File: src/rtl/cmp_sequencer_pkg.sv
// Shared types and default sizing for the compare sequencer slice.
package cmp_sequencer_pkg;

   localparam int unsigned WIDTH_DEF = 4;
   localparam int unsigned DEPTH_DEF = 4;
   localparam int unsigned CNT_W_DEF = 8;

   // Saturation ceiling of the borrow counter at its default width
   localparam logic [CNT_W_DEF-1:0] CNT_SAT_DEF = '1;

   typedef enum logic [1:0] {
      IDLE   = 2'd0,
      SAMPLE = 2'd1,
      HOLD   = 2'd2
   } state_t;

endpackage

File: src/rtl/cmp_op_fifo.sv
// Synchronous operand-pair FIFO; pointers wrap naturally since DEPTH is a power of two.
module cmp_op_fifo #(
   parameter int unsigned DW    = 8,
   parameter int unsigned DEPTH = 4
) (
   input  logic                     clk,
   input  logic                     rst_n,
   input  logic                     push,
   input  logic                     pop,
   input  logic [DW-1:0]            wr_data,
   output logic [DW-1:0]            rd_data_c,
   output logic                     full_c,
   output logic                     empty_c,
   output logic [$clog2(DEPTH):0]   level
);

   localparam int unsigned AW = $clog2(DEPTH);

   logic [AW-1:0] wr_ptr_q, wr_ptr_d;
   logic [AW-1:0] rd_ptr_q, rd_ptr_d;
   logic [AW:0]   level_q, level_d;
   logic [DW-1:0] mem_q [DEPTH];
   logic [DW-1:0] mem_d [DEPTH];
   logic          do_push_c;
   logic          do_pop_c;

   assign full_c    = (level_q == (AW+1)'(DEPTH));
   assign empty_c   = (level_q == '0);
   assign rd_data_c = mem_q[rd_ptr_q];
   assign level     = level_q;
   assign do_push_c = push && !full_c;
   assign do_pop_c  = pop && !empty_c;

   always_comb begin
      mem_d    = mem_q;
      wr_ptr_d = wr_ptr_q;
      rd_ptr_d = rd_ptr_q;
      level_d  = level_q;
      if (do_push_c) begin
         mem_d[wr_ptr_q] = wr_data;
         wr_ptr_d        = wr_ptr_q + AW'(1);
      end
      if (do_pop_c) begin
         rd_ptr_d = rd_ptr_q + AW'(1);
      end
      case ({do_push_c, do_pop_c})
         2'b10:   level_d = level_q + (AW+1)'(1);
         2'b01:   level_d = level_q - (AW+1)'(1);
         default: level_d = level_q;
      endcase
   end

   always_ff @(posedge clk) begin
      if (!rst_n) begin
         wr_ptr_q <= '0;
         rd_ptr_q <= '0;
         level_q  <= '0;
      end else begin
         wr_ptr_q <= wr_ptr_d;
         rd_ptr_q <= rd_ptr_d;
         level_q  <= level_d;
      end
   end

   // Storage is left unreset; occupancy alone decides what is valid
   always_ff @(posedge clk) begin
      mem_q <= mem_d;
   end

endmodule

File: src/rtl/cmp_sequencer.sv
// Feeds queued operand pairs to an external borrow detector and returns each result with valid/ready.
module cmp_sequencer
   import cmp_sequencer_pkg::*;
#(
   parameter int unsigned WIDTH = WIDTH_DEF,
   parameter int unsigned DEPTH = DEPTH_DEF,
   parameter int unsigned CNT_W = CNT_W_DEF
) (
   input  logic                   clk,
   input  logic                   rst_n,
   input  logic                   op_valid,
   output logic                   op_ready,
   input  logic [WIDTH-1:0]       op_a,
   input  logic [WIDTH-1:0]       op_b,
   output logic [WIDTH-1:0]       in1,
   output logic [WIDTH-1:0]       in2,
   input  logic                   Bout,
   output logic                   res_valid,
   input  logic                   res_ready,
   output logic                   res_bout,
   output logic [WIDTH-1:0]       res_a,
   output logic [WIDTH-1:0]       res_b,
   output logic [CNT_W-1:0]       borrow_count,
   input  logic                   clear_count,
   output logic [$clog2(DEPTH):0] fifo_level
);

   localparam int unsigned DW = 2 * WIDTH;
   localparam logic [CNT_W-1:0] CNT_MAX = {CNT_W{1'b1}};

   state_t           state_q, state_d;
   logic [WIDTH-1:0] in1_q, in1_d;
   logic [WIDTH-1:0] in2_q, in2_d;
   logic             res_valid_q, res_valid_d;
   logic             res_bout_q, res_bout_d;
   logic [WIDTH-1:0] res_a_q, res_a_d;
   logic [WIDTH-1:0] res_b_q, res_b_d;
   logic [CNT_W-1:0] cnt_q, cnt_d;

   logic [DW-1:0]    head_c;
   logic             full_c;
   logic             empty_c;
   logic             push_c;
   logic             pop_c;

   // Acceptance depends only on occupancy, so a same-edge pop never frees a slot early
   assign op_ready = !full_c;
   assign push_c   = op_valid && op_ready;

   cmp_op_fifo #(
      .DW    (DW),
      .DEPTH (DEPTH)
   ) u_fifo (
      .clk       (clk),
      .rst_n     (rst_n),
      .push      (push_c),
      .pop       (pop_c),
      .wr_data   ({op_a, op_b}),
      .rd_data_c (head_c),
      .full_c    (full_c),
      .empty_c   (empty_c),
      .level     (fifo_level)
   );

   always_comb begin
      state_d     = state_q;
      in1_d       = in1_q;
      in2_d       = in2_q;
      res_valid_d = res_valid_q;
      res_bout_d  = res_bout_q;
      res_a_d     = res_a_q;
      res_b_d     = res_b_q;
      cnt_d       = cnt_q;
      pop_c       = 1'b0;

      case (state_q)
         IDLE: begin
            if (!empty_c) begin
               pop_c   = 1'b1;
               in1_d   = head_c[DW-1:WIDTH];
               in2_d   = head_c[WIDTH-1:0];
               state_d = SAMPLE;
            end
         end
         // Operands have settled for a full cycle; Bout is safe to capture
         SAMPLE: begin
            res_bout_d  = Bout;
            res_a_d     = in1_q;
            res_b_d     = in2_q;
            res_valid_d = 1'b1;
            state_d     = HOLD;
         end
         HOLD: begin
            if (res_ready) begin
               res_valid_d = 1'b0;
               state_d     = IDLE;
            end
         end
         default: state_d = IDLE;
      endcase

      // Clear wins over a coincident increment
      if (clear_count) begin
         cnt_d = '0;
      end else if (res_valid_q && res_ready && res_bout_q && (cnt_q != CNT_MAX)) begin
         cnt_d = cnt_q + CNT_W'(1);
      end
   end

   always_ff @(posedge clk) begin
      if (!rst_n) begin
         state_q     <= IDLE;
         in1_q       <= '0;
         in2_q       <= '0;
         res_valid_q <= 1'b0;
         res_bout_q  <= 1'b0;
         res_a_q     <= '0;
         res_b_q     <= '0;
         cnt_q       <= '0;
      end else begin
         state_q     <= state_d;
         in1_q       <= in1_d;
         in2_q       <= in2_d;
         res_valid_q <= res_valid_d;
         res_bout_q  <= res_bout_d;
         res_a_q     <= res_a_d;
         res_b_q     <= res_b_d;
         cnt_q       <= cnt_d;
      end
   end

   assign in1          = in1_q;
   assign in2          = in2_q;
   assign res_valid    = res_valid_q;
   assign res_bout     = res_bout_q;
   assign res_a        = res_a_q;
   assign res_b        = res_b_q;
   assign borrow_count = cnt_q;

endmodule

File: config.mk
export PLATFORM = sky130hd
export DESIGN_NAME = cmp_sequencer
export DESIGN_NICKNAME = d
export VERILOG_FILES = /design/src/rtl/cmp_sequencer_pkg.sv /design/src/rtl/cmp_op_fifo.sv /design/src/rtl/cmp_sequencer.sv
export SDC_FILE = /design/constraint.sdc
export NUM_CORES = 1
export LEC_CHECK = 0
export ABC_AREA = 1
export CORE_UTILIZATION = 45
export CTS_CLUSTER_DIAMETER = 120
export DETAILED_ROUTE_END_ITERATION = 16
export GPL_ROUTABILITY_DRIVEN = 0
export PLACE_DENSITY = 0.79
export SLEW_MARGIN = 20
export SYNTH_ARGS = -nofsm -noshare
export SYNTH_HDL_FRONTEND = slang
export SYNTH_SLANG_ARGS = --single-unit
File: constraint.sdc
create_clock -name clk -period 5.47 [get_ports clk]
set_input_delay 1.3675 -clock clk [delete_from_list [all_inputs] [get_ports clk]]
set_output_delay 1.3675 -clock clk [all_outputs]
set_load 0.005 [all_outputs]
Yosys cells after proc, flatten, opt, wreduce, memory -nomap -nowiden
Cells that the tools add are included.
Widths: inputs -> output; s select.

cells by class
  reduce and logical (&&, ||, !) cells = 17
  multiplexer cells = 14
  bitwise gates (word level) = 4
  equal/unequal tests = 8
  add/sub/neg operators = 5
  order comparisons = 3

operator list
  operator             count
  $bwmux 32            1
  $mux 8               3
  $bmux 8 s2           1
  $demux 8 s2          1
  $add 8x1->8 const B  1
  $ne 8x8->1 const B   1
  $logic_and 1x1->1    7
  $ge 3x3->1 const B   2
  $not 2->3            2
  $pmux 2 s3           1
  $pmux 3 s2           1
  $reduce_and 2->1     3
  $add 2x1->2 const B  2
  $eq 2x1->1 const B   2
  $eq 2x2->1 const B   2
  $mux 2               2
  $ne 2x2->1 const B   2
  $reduce_bool 2->1    2
  $add 3x1->3 const B  1
  $eq 3x3->1 const B   1
  $logic_not 3->1      1
  $lt 3x1->1 const B   1
  $mux 1               3
  $sub 3x1->3 const B  1
  5 further kinds      7

storage, ports and cells
  output and inout port bits = 30
  word-level logic and storage cells = 66
  register bits after elaboration = 67

Depth between registers and ports, before layout
Gate-level depths: netlist (run 1).

  word-level depth = 6
  depth in mapped cells = 13
  gate-level depth less buffers = 12

Modules after synthesis
From an unflattened synthesis (run 1), not the netlist that was laid out.

unflattened totals
  cells, all modules = 296
  area total of the unflattened synthesis = 2781.4 um^2

modules (own cells, without submodules)
  module         instances  area an instance (um^2)  seq. area each (um^2)  cells each
  cmp_op_fifo    1          1632.8                   1101.1                 143
  cmp_sequencer  1          1148.6                   560.5                  153

Least setup slack after synthesis (run 1)
Ideal clock, no wire load.

  path kind = input -> register
  from = input op_valid
  to = register u_fifo.level_q[2] (netlist: u_fifo.level[2])
  data arrival time = 2.397 ns
  path slack = 2.960 ns
  required time = 5.357 ns
  setup time = 0.113 ns
  stages = 8
  buffers on the path = 0
  path through = nand2_2 > ha_1 > inv_1 > fa_1 > a21oi_1 > o21ai_0 > nor2_1 > nor2_1

between the ends
  cells in the longest elaborated chain, start to end = 4
  elaborated cells on any way between the ends = 6

ends and longest elaborated chain
  element                                                 RTL line             text
  start, declared                                         cmp_sequencer.sv:11  input logic op_valid,
  $logic_and 1x1->1 *                                     cmp_sequencer.sv:48  assign push_c = op_valid && op_ready;
  $logic_and 1x1->1 *                                     cmp_op_fifo.sv:31    assign do_push_c = push && !full_c;
  $eq 2x1->1 / $eq 2x2->1 (equally long branches)         cmp_op_fifo.sv:46    case ({do_push_c, do_pop_c})
  $pmux 3 s2 / $reduce_bool 2->1 (equally long branches)  n/a
  end signal, assigned                                    cmp_op_fifo.sv:61    level_q <= level_d;
  end, declared                                           cmp_op_fifo.sv:21    logic [AW:0] level_q, level_d;

Every way passes the cells marked *; elsewhere a longest branch is shown, timed or not.
A chain may end at the register's enable or synchronous reset.

Worst setup path in the final report (run 1)
  from = register u_fifo.level_q[0] (netlist: u_fifo.level[0])
  to = output op_ready

between the ends
  cells in the longest elaborated chain, start to end = 2

ends and longest elaborated chain
  element          RTL line             text
  $eq 3x3->1       cmp_op_fifo.sv:27    assign full_c = (level_q == (AW+1)'(DEPTH));
  $logic_not 1->1  cmp_sequencer.sv:47  assign op_ready = !full_c;
  end, declared    cmp_sequencer.sv:12  output logic op_ready,

No other way between the ends.

==> flow_summary.ini, run 1 <==
[clocking]
clockRootBuffer = clkbuf_8
postCtsHoldBufs = 0
cts_max_level = 3
tritoncts = done
clk_latency_ns = 0.34
postCtsResizedCells = 0
postCtsSetupBuffers = 0
cts_buffers = 9
ctsLongestPathBuffers = 2
cts_num_sinks = 67
clk_pin_slew_worst_paths_ns = 0.07

[yosys]
synth.cell_area_mm2 = 0.00290
yosysMostFrequentCell = nor2_1
synth_area_leaders = edfxtp_1 (33%), dfxtp_1 (24%), nor2_1 (9.8%)
synthesis.yosys.warnings = 0
synthTopCellsByCount = nor2_1 (76), nand2_1 (57), inv_1 (40), dfxtp_1 (35), edfxtp_1 (32)
yosysSeqAreaShare = 0.572
postSynthCellCount = 329
synth-main-ff-cell = dfxtp_1
synth_enable_flop_cells = 32
syn_area_per_cell_um2 = 8.82
yosys.cell_types.count = 24
async_reset_ff_frac = 0
ys_ff_latch = 67
synthDominantCellAreaShare = 0.331
synthesis.nets = 350
cell_accounting_for_the_most_synthesized_area = edfxtp_1

[routing]
drt_drc_violations_left = 0
detail_route.iter0.violations = 86
routed_wirelength_normalized_by_instance_count_um = 11.8
dr_total_vias = 2163
drt.antenna.violating_nets = 0
drt-pass1-iter-count = 5
drt-total-wl_um = 5340
avgViaCountPerCell = 4.76

[pwr]
switchingPower_w = 0.000553
power.leakage_nw = 1.43
combPwrFrac = 0.300
power.internal_w = 0.00115
power.share.switching = 0.324
power_frac_clock = 0.289
share_seq_of_total_power = 0.411
power_per_unit_of_standard_cell_area_mw_per_mm2 = 474
vdd_ir_drop_max_mv = 0.293

[sta]
finalWorstPathRequiredPeriod_ns = 2.81
fin_skew_ns = 0.00421
final_setup_viols = 0
setup_tns_ns = 0
slew-limit-headroom = 0.414
hold_violations = 0
measured_slew_at_the_worst_slew_check_pin_ns = 0.878
report.final.slew_viol_count = 0
rsz0062_at_grt = false
min_period_over_period = 0.513
clock.fmax_mhz = 356

[critical_path]
critical_path.cell_chain = inv_1 -> nand3_1 -> clkdlybuf4s50_1
worstPathArrival_ns = 1.44
worstPathRequired_ns = 4.10
setup_crit_end_kind = primary output
setup.worst_path.class = flop to primary output
worst-path-buf-inv = 2
crit_fanout = 4
critical-path-slowest-cell = clkdlybuf4s50_1
critPathMaxStageDelay_ns = 0.51
worst_path_dominant_cell_family = buffers and inverters
crit_path_start_kind = flop

[final_layout]
num_antenna_cells = 0
syn_to_final_growth_pct = 23.8
final_cell_count_no_fill = 454
final-seq-area_mm2 = 0.00166
multi_input_area_mm2 = 0.00101
post-route-cell-area_mm2 = 0.00359
final_layout_size_suffix_gt1_frac = 0.0712
filler_cell_count = 528
fin_nets = 395

[global_route]
wire_length_of_the_first_global_routing_pass_um = 8650
grtUsageTotal = 0.175
first_global_vias = 1950
grt_max_degree = 28
antenna_violations_before_repair = 0
gr-total-overflow = 0

[min_path]
timing.hold.worst.class = flop to flop

[run_status]
outcome = complete, no violations

[placed_design]
dpl.hpwl_um = 3610
numPortBuffers = 43
post-place-cells = 438
placed_area_mm2 = 0.00335

[flow_run]
max_cap_viol_count = 0

[floorplan]
initial_cell_density_of_the_core = 0.479
fp.dieArea_mm2 = 0.00678
die_w_um = 82.3
dieHeight_um = 82.3
placementRows = 28
coreArea_mm2 = 0.00606
ioPinCount = 44
-- power groups by stage --
stage          Combinational [W]  Sequential [W]  Clock (W)
2_1_floorplan           0.000372        0.000681          0
3_3_place_gp            0.000498        0.000708          0
3_5_place_dp            0.000507        0.000711          0
4_1_cts                 0.000515        0.000701   0.000501
5_1_grt                 0.000586        0.000716   0.000521
6_report                0.000511        0.000700   0.000493
-- cell families after synthesis --
kind of cell,Yosys count,synth area share
fa+ha+maj,7,0.0328
compound gates,45,0.0789
xor+xnor,1,0.00302
buf+inv,50,0.0780
simple gates,159,0.235
flops,67,0.572
-- cells in the final DEF (no fill, tap or decap), drive strengths merged --
cell type	Yosys	routed
clkdlybuf4s50	0	43
bufinv	0	3
nor2	82	82
nand3b	1	1
xor2	1	1
nand4	1	1
edfxtp	32	32
clkinv	0	2
nand2	60	60
a21oi	22	22
dfxtp	35	35
inv	41	42
o21ai	23	23
ha	6	6
fa	1	1
nand3	15	15
clkbuf	2	9
clkinvlp	0	1
-- final cells by class --
cell class                 instances  area share
timing repair buffer              43       0.120
tap                               75      0.0261
clock inverter                     7      0.0320
multi-input combinational        212       0.282
clock buffer                       9      0.0345
inverter                          41      0.0428
sequential                        67       0.462
-- path summary, 6_finish.rpt --
check                                      from              end  cells past startpoint  slack [ns]
worst max-delay path            u_fifo.level[0]         op_ready                      3        2.66
worst max register to register  u_fifo.level[0]  u_fifo.level[2]                     12        3.13
worst min register to register           in2[0]         res_b[0]                      2        0.48
worst min-delay path                     in2[0]         res_b[0]                      2        0.48
-- state kept, by name, indices dropped and copies added, names as in the netlist --
register / cells
u_fifo.level: 3
borrow_count: 8
u_fifo.wr_ptr_q: 2
u_fifo.mem_q: 32
res_a: 4
res_bout: 1
in2: 4
res_valid: 1
in1: 4
res_b: 4
u_fifo.rd_ptr_q: 2
state_q: 2
-- metrics by stage --
step                hold WS [ns]  power (W)  setup slack (ns)  utilization
finish                     0.476    0.00170              2.66        0.593
detailed placement         0.465    0.00122              2.36        0.553
CTS                        0.478    0.00172              2.64        0.593
floorplan                  0.458    0.00105              2.96            -
global placement           0.461    0.00121              2.39        0.553
global route               0.502    0.00182              2.55        0.593
-- metal layers --
layer / up-vias / routed length (µm) / track usage
met5: - / 0 / 0
met4: 0 / 127 / 0.0982
met3: 13 / 213 / 0.0396
met2: 46 / 2550 / 0.292
met1: 968 / 2440 / 0.208
li1: 1136 / - / -
-- worst reg2reg max path, cell delays in order (launching register included) --
cell	delay (ns)
dfxtp_1	0.37
inv_1	0.10
nand3_1	0.09
nand2_1	0.38
inv_2	0.21
ha_1	0.16
inv_1	0.06
fa_1	0.38
a21oi_1	0.14
o21ai_0	0.13
nand2_1	0.08
nand2_1	0.05
nor2_1	0.12
Power figures use the tool's default switching activity.
==> run 2: changes to the inputs <==
clock period = 2.7 ns   (was 5.47 ns; I/O delays follow)
==> run 2 against run 1 <==
  * Combinational power increased by 110%
  * Non-clock buffer count increased by 6
  * First-iteration DRC count decreased by 2.3%
  * Core utilization decreased by 0.17 points
  * Setup slack got worse by 2.1 ns
  * Worst hold slack got worse by 0.0017 ns
  * Flip-flop and latch count unchanged
  * Register-to-register slack got worse by 2.3 ns
  * Global-route usage increased by 0.94 points
  * Power increased by 90%
  * Largest cell class unchanged
==> flow_summary.ini, run 2 (synthesized netlist as in run 1, its figures left out) <==
[run_status]
outcome = complete, no violations

[final_layout]
post-route-cell-area_mm2 = 0.00358
final_cell_count_no_fill = 460
fin_nets = 401
filler_cell_count = 521
syn_to_final_growth_pct = 23.4
final_core_util = 0.591
num_antenna_cells = 0
multi_input_area_mm2 = 0.00101
largest_reg_flops = 32
layout.cells.most_common = nor2_1
final_layout_size_suffix_gt1_frac = 0.0805
final-seq-area_mm2 = 0.00166
most-common-layout-cells = nor2_1 (76), nand2_1 (57), clkdlybuf4s50_1 (43)
regMostFlops = u_fifo.mem_q

[routing]
dr_total_vias = 2198
top_layer_used = met4
met2RoutedLength_um = 2640
avgViaCountPerCell = 4.78
detail_route.iter0.violations = 84
drt.antenna.violating_nets = 0
drt-pass1-iter-count = 4
drt-total-wl_um = 5560
routed_wirelength_normalized_by_instance_count_um = 12.1
route.met3.wl_um = 192
drt_drc_violations_left = 0
wl_met1_um = 2590

[clocking]
ctsLongestPathBuffers = 2
clk_pin_slew_worst_paths_ns = 0.07
tritoncts = done
cts_num_sinks = 67
clockRootBuffer = clkbuf_8
cts_buffers = 9
postCtsSetupBuffers = 0
postCtsHoldBufs = 0
cts_max_level = 3
clk_latency_ns = 0.34
postCtsResizedCells = 0

[critical_path]
rrSetupSlack_ns = 0.84
setup.worst_path.class = flop to primary output
worst-path-stages = 3
worstPathArrival_ns = 1.43
critical_path.reg2reg.endpoint = u_fifo.level[2]
worstPathRequired_ns = 2.03
crit_path_start_kind = flop
worst_path_dominant_cell_family = buffers and inverters
critical-path-slowest-cell = clkdlybuf4s50_1
rr_startpoint = u_fifo.level[0]
setup_crit_end_kind = primary output
critical_path.cell_chain = inv_1 -> nand3_1 -> clkdlybuf4s50_1
crit_fanout = 4
critPathMaxStageDelay_ns = 0.51
r2r.worst_path.cells = 10
worst-path-buf-inv = 2

[global_route]
gr-total-overflow = 0
grt_max_degree = 23
antenna_violations_before_repair = 0
grtUsageTotal = 0.184
wire_length_of_the_first_global_routing_pass_um = 8960
first_global_vias = 1957

[floorplan]
dieHeight_um = 82.3
die_w_um = 82.3
initial_cell_density_of_the_core = 0.479
placementRows = 28
ioPinCount = 44
coreArea_mm2 = 0.00606
fp.dieArea_mm2 = 0.00678

[sta]
rsz0062_at_grt = false
setup_tns_ns = 0
slew-limit-headroom = 0.580
measured_slew_at_the_worst_slew_check_pin_ns = 0.627
clock.fmax_mhz = 475
finalWorstPathRequiredPeriod_ns = 2.11
report.final.slew_viol_count = 0
hold_violations = 0
final_setup_viols = 0
min_period_over_period = 0.780
fin_skew_ns = 0.0105

[min_path]
hold_start = in2[2]
timing.hold.worst_path_depth = 2
hold-path-endpoint = res_b[2]
timing.hold.worst.class = flop to flop

[placed_design]
post-place-cells = 444
dpl.hpwl_um = 3870
numPortBuffers = 43
placed_area_mm2 = 0.00340

[pwr]
power_per_unit_of_standard_cell_area_mw_per_mm2 = 904
power.leakage_nw = 1.44
vdd_ir_drop_max_mv = 0.427

[flow_run]
max_cap_viol_count = 0
## run 2: changes by cell type in the layout (fill, tap and decap cells not counted)
cell	change
clkbuf_8	+1
bufinv_16	-3
clkinv_2	+1
inv_6	-1
clkinv_1	-1
clkinvlp_4	-1
clkbuf_1	+3
buf_4	+6
clkbuf_16	+1
## run 2: stage by stage
step	setup WS, ns	hold slack [ns]	power [W]
floorplan	0.882	0.458	0.00213
detailed placement	0.326	0.467	0.00250
global route	0.492	0.500	0.00348
global placement	0.386	0.458	0.00246
CTS	0.570	0.476	0.00327
finish	0.595	0.475	0.00324
## run 2: worst max path at each step
stage	startpoint	end	slack [ns]
2_1_floorplan	op_valid	u_fifo.level[2]	0.88
3_3_place_gp	op_valid	u_fifo.level[2]	0.39
3_5_place_dp	op_valid	u_fifo.level[2]	0.33
4_1_cts	u_fifo.level[0]	op_ready	0.57
5_1_grt	op_valid	u_fifo.level[2]	0.49
6_report	u_fifo.level[0]	op_ready	0.59
## run 2: layout make-up
type / instances / area share
Clock inverter: 2 / 0.00279
Timing Repair Buffer: 49 / 0.133
Inverter: 41 / 0.0429
Sequential cell: 67 / 0.464
Clock buffer: 14 / 0.0485
Tap cell: 75 / 0.0262
Multi-Input combinational cell: 212 / 0.283
## run 2: routing by layer
layer	track usage	vias up
li1	-	1144
met1	0.234	1005
met2	0.286	39
met3	0.0429	10
met4	0.111	0
met5	0	-
## run 2: tightest hold or removal path, cell delays in order (launching register included)
cell and delay, ns:
dfxtp_1 0.31, inv_1 0.07, a21oi_1 0.05
## run 2: power by group
group	switching [W]	total (W)	internal [W]
registers	0.000124	0.00139	0.00127
clock network	0.000354	0.000766	0.000413
logic	0.000601	0.00108	0.000483
total	0.00108	0.00324	0.00216
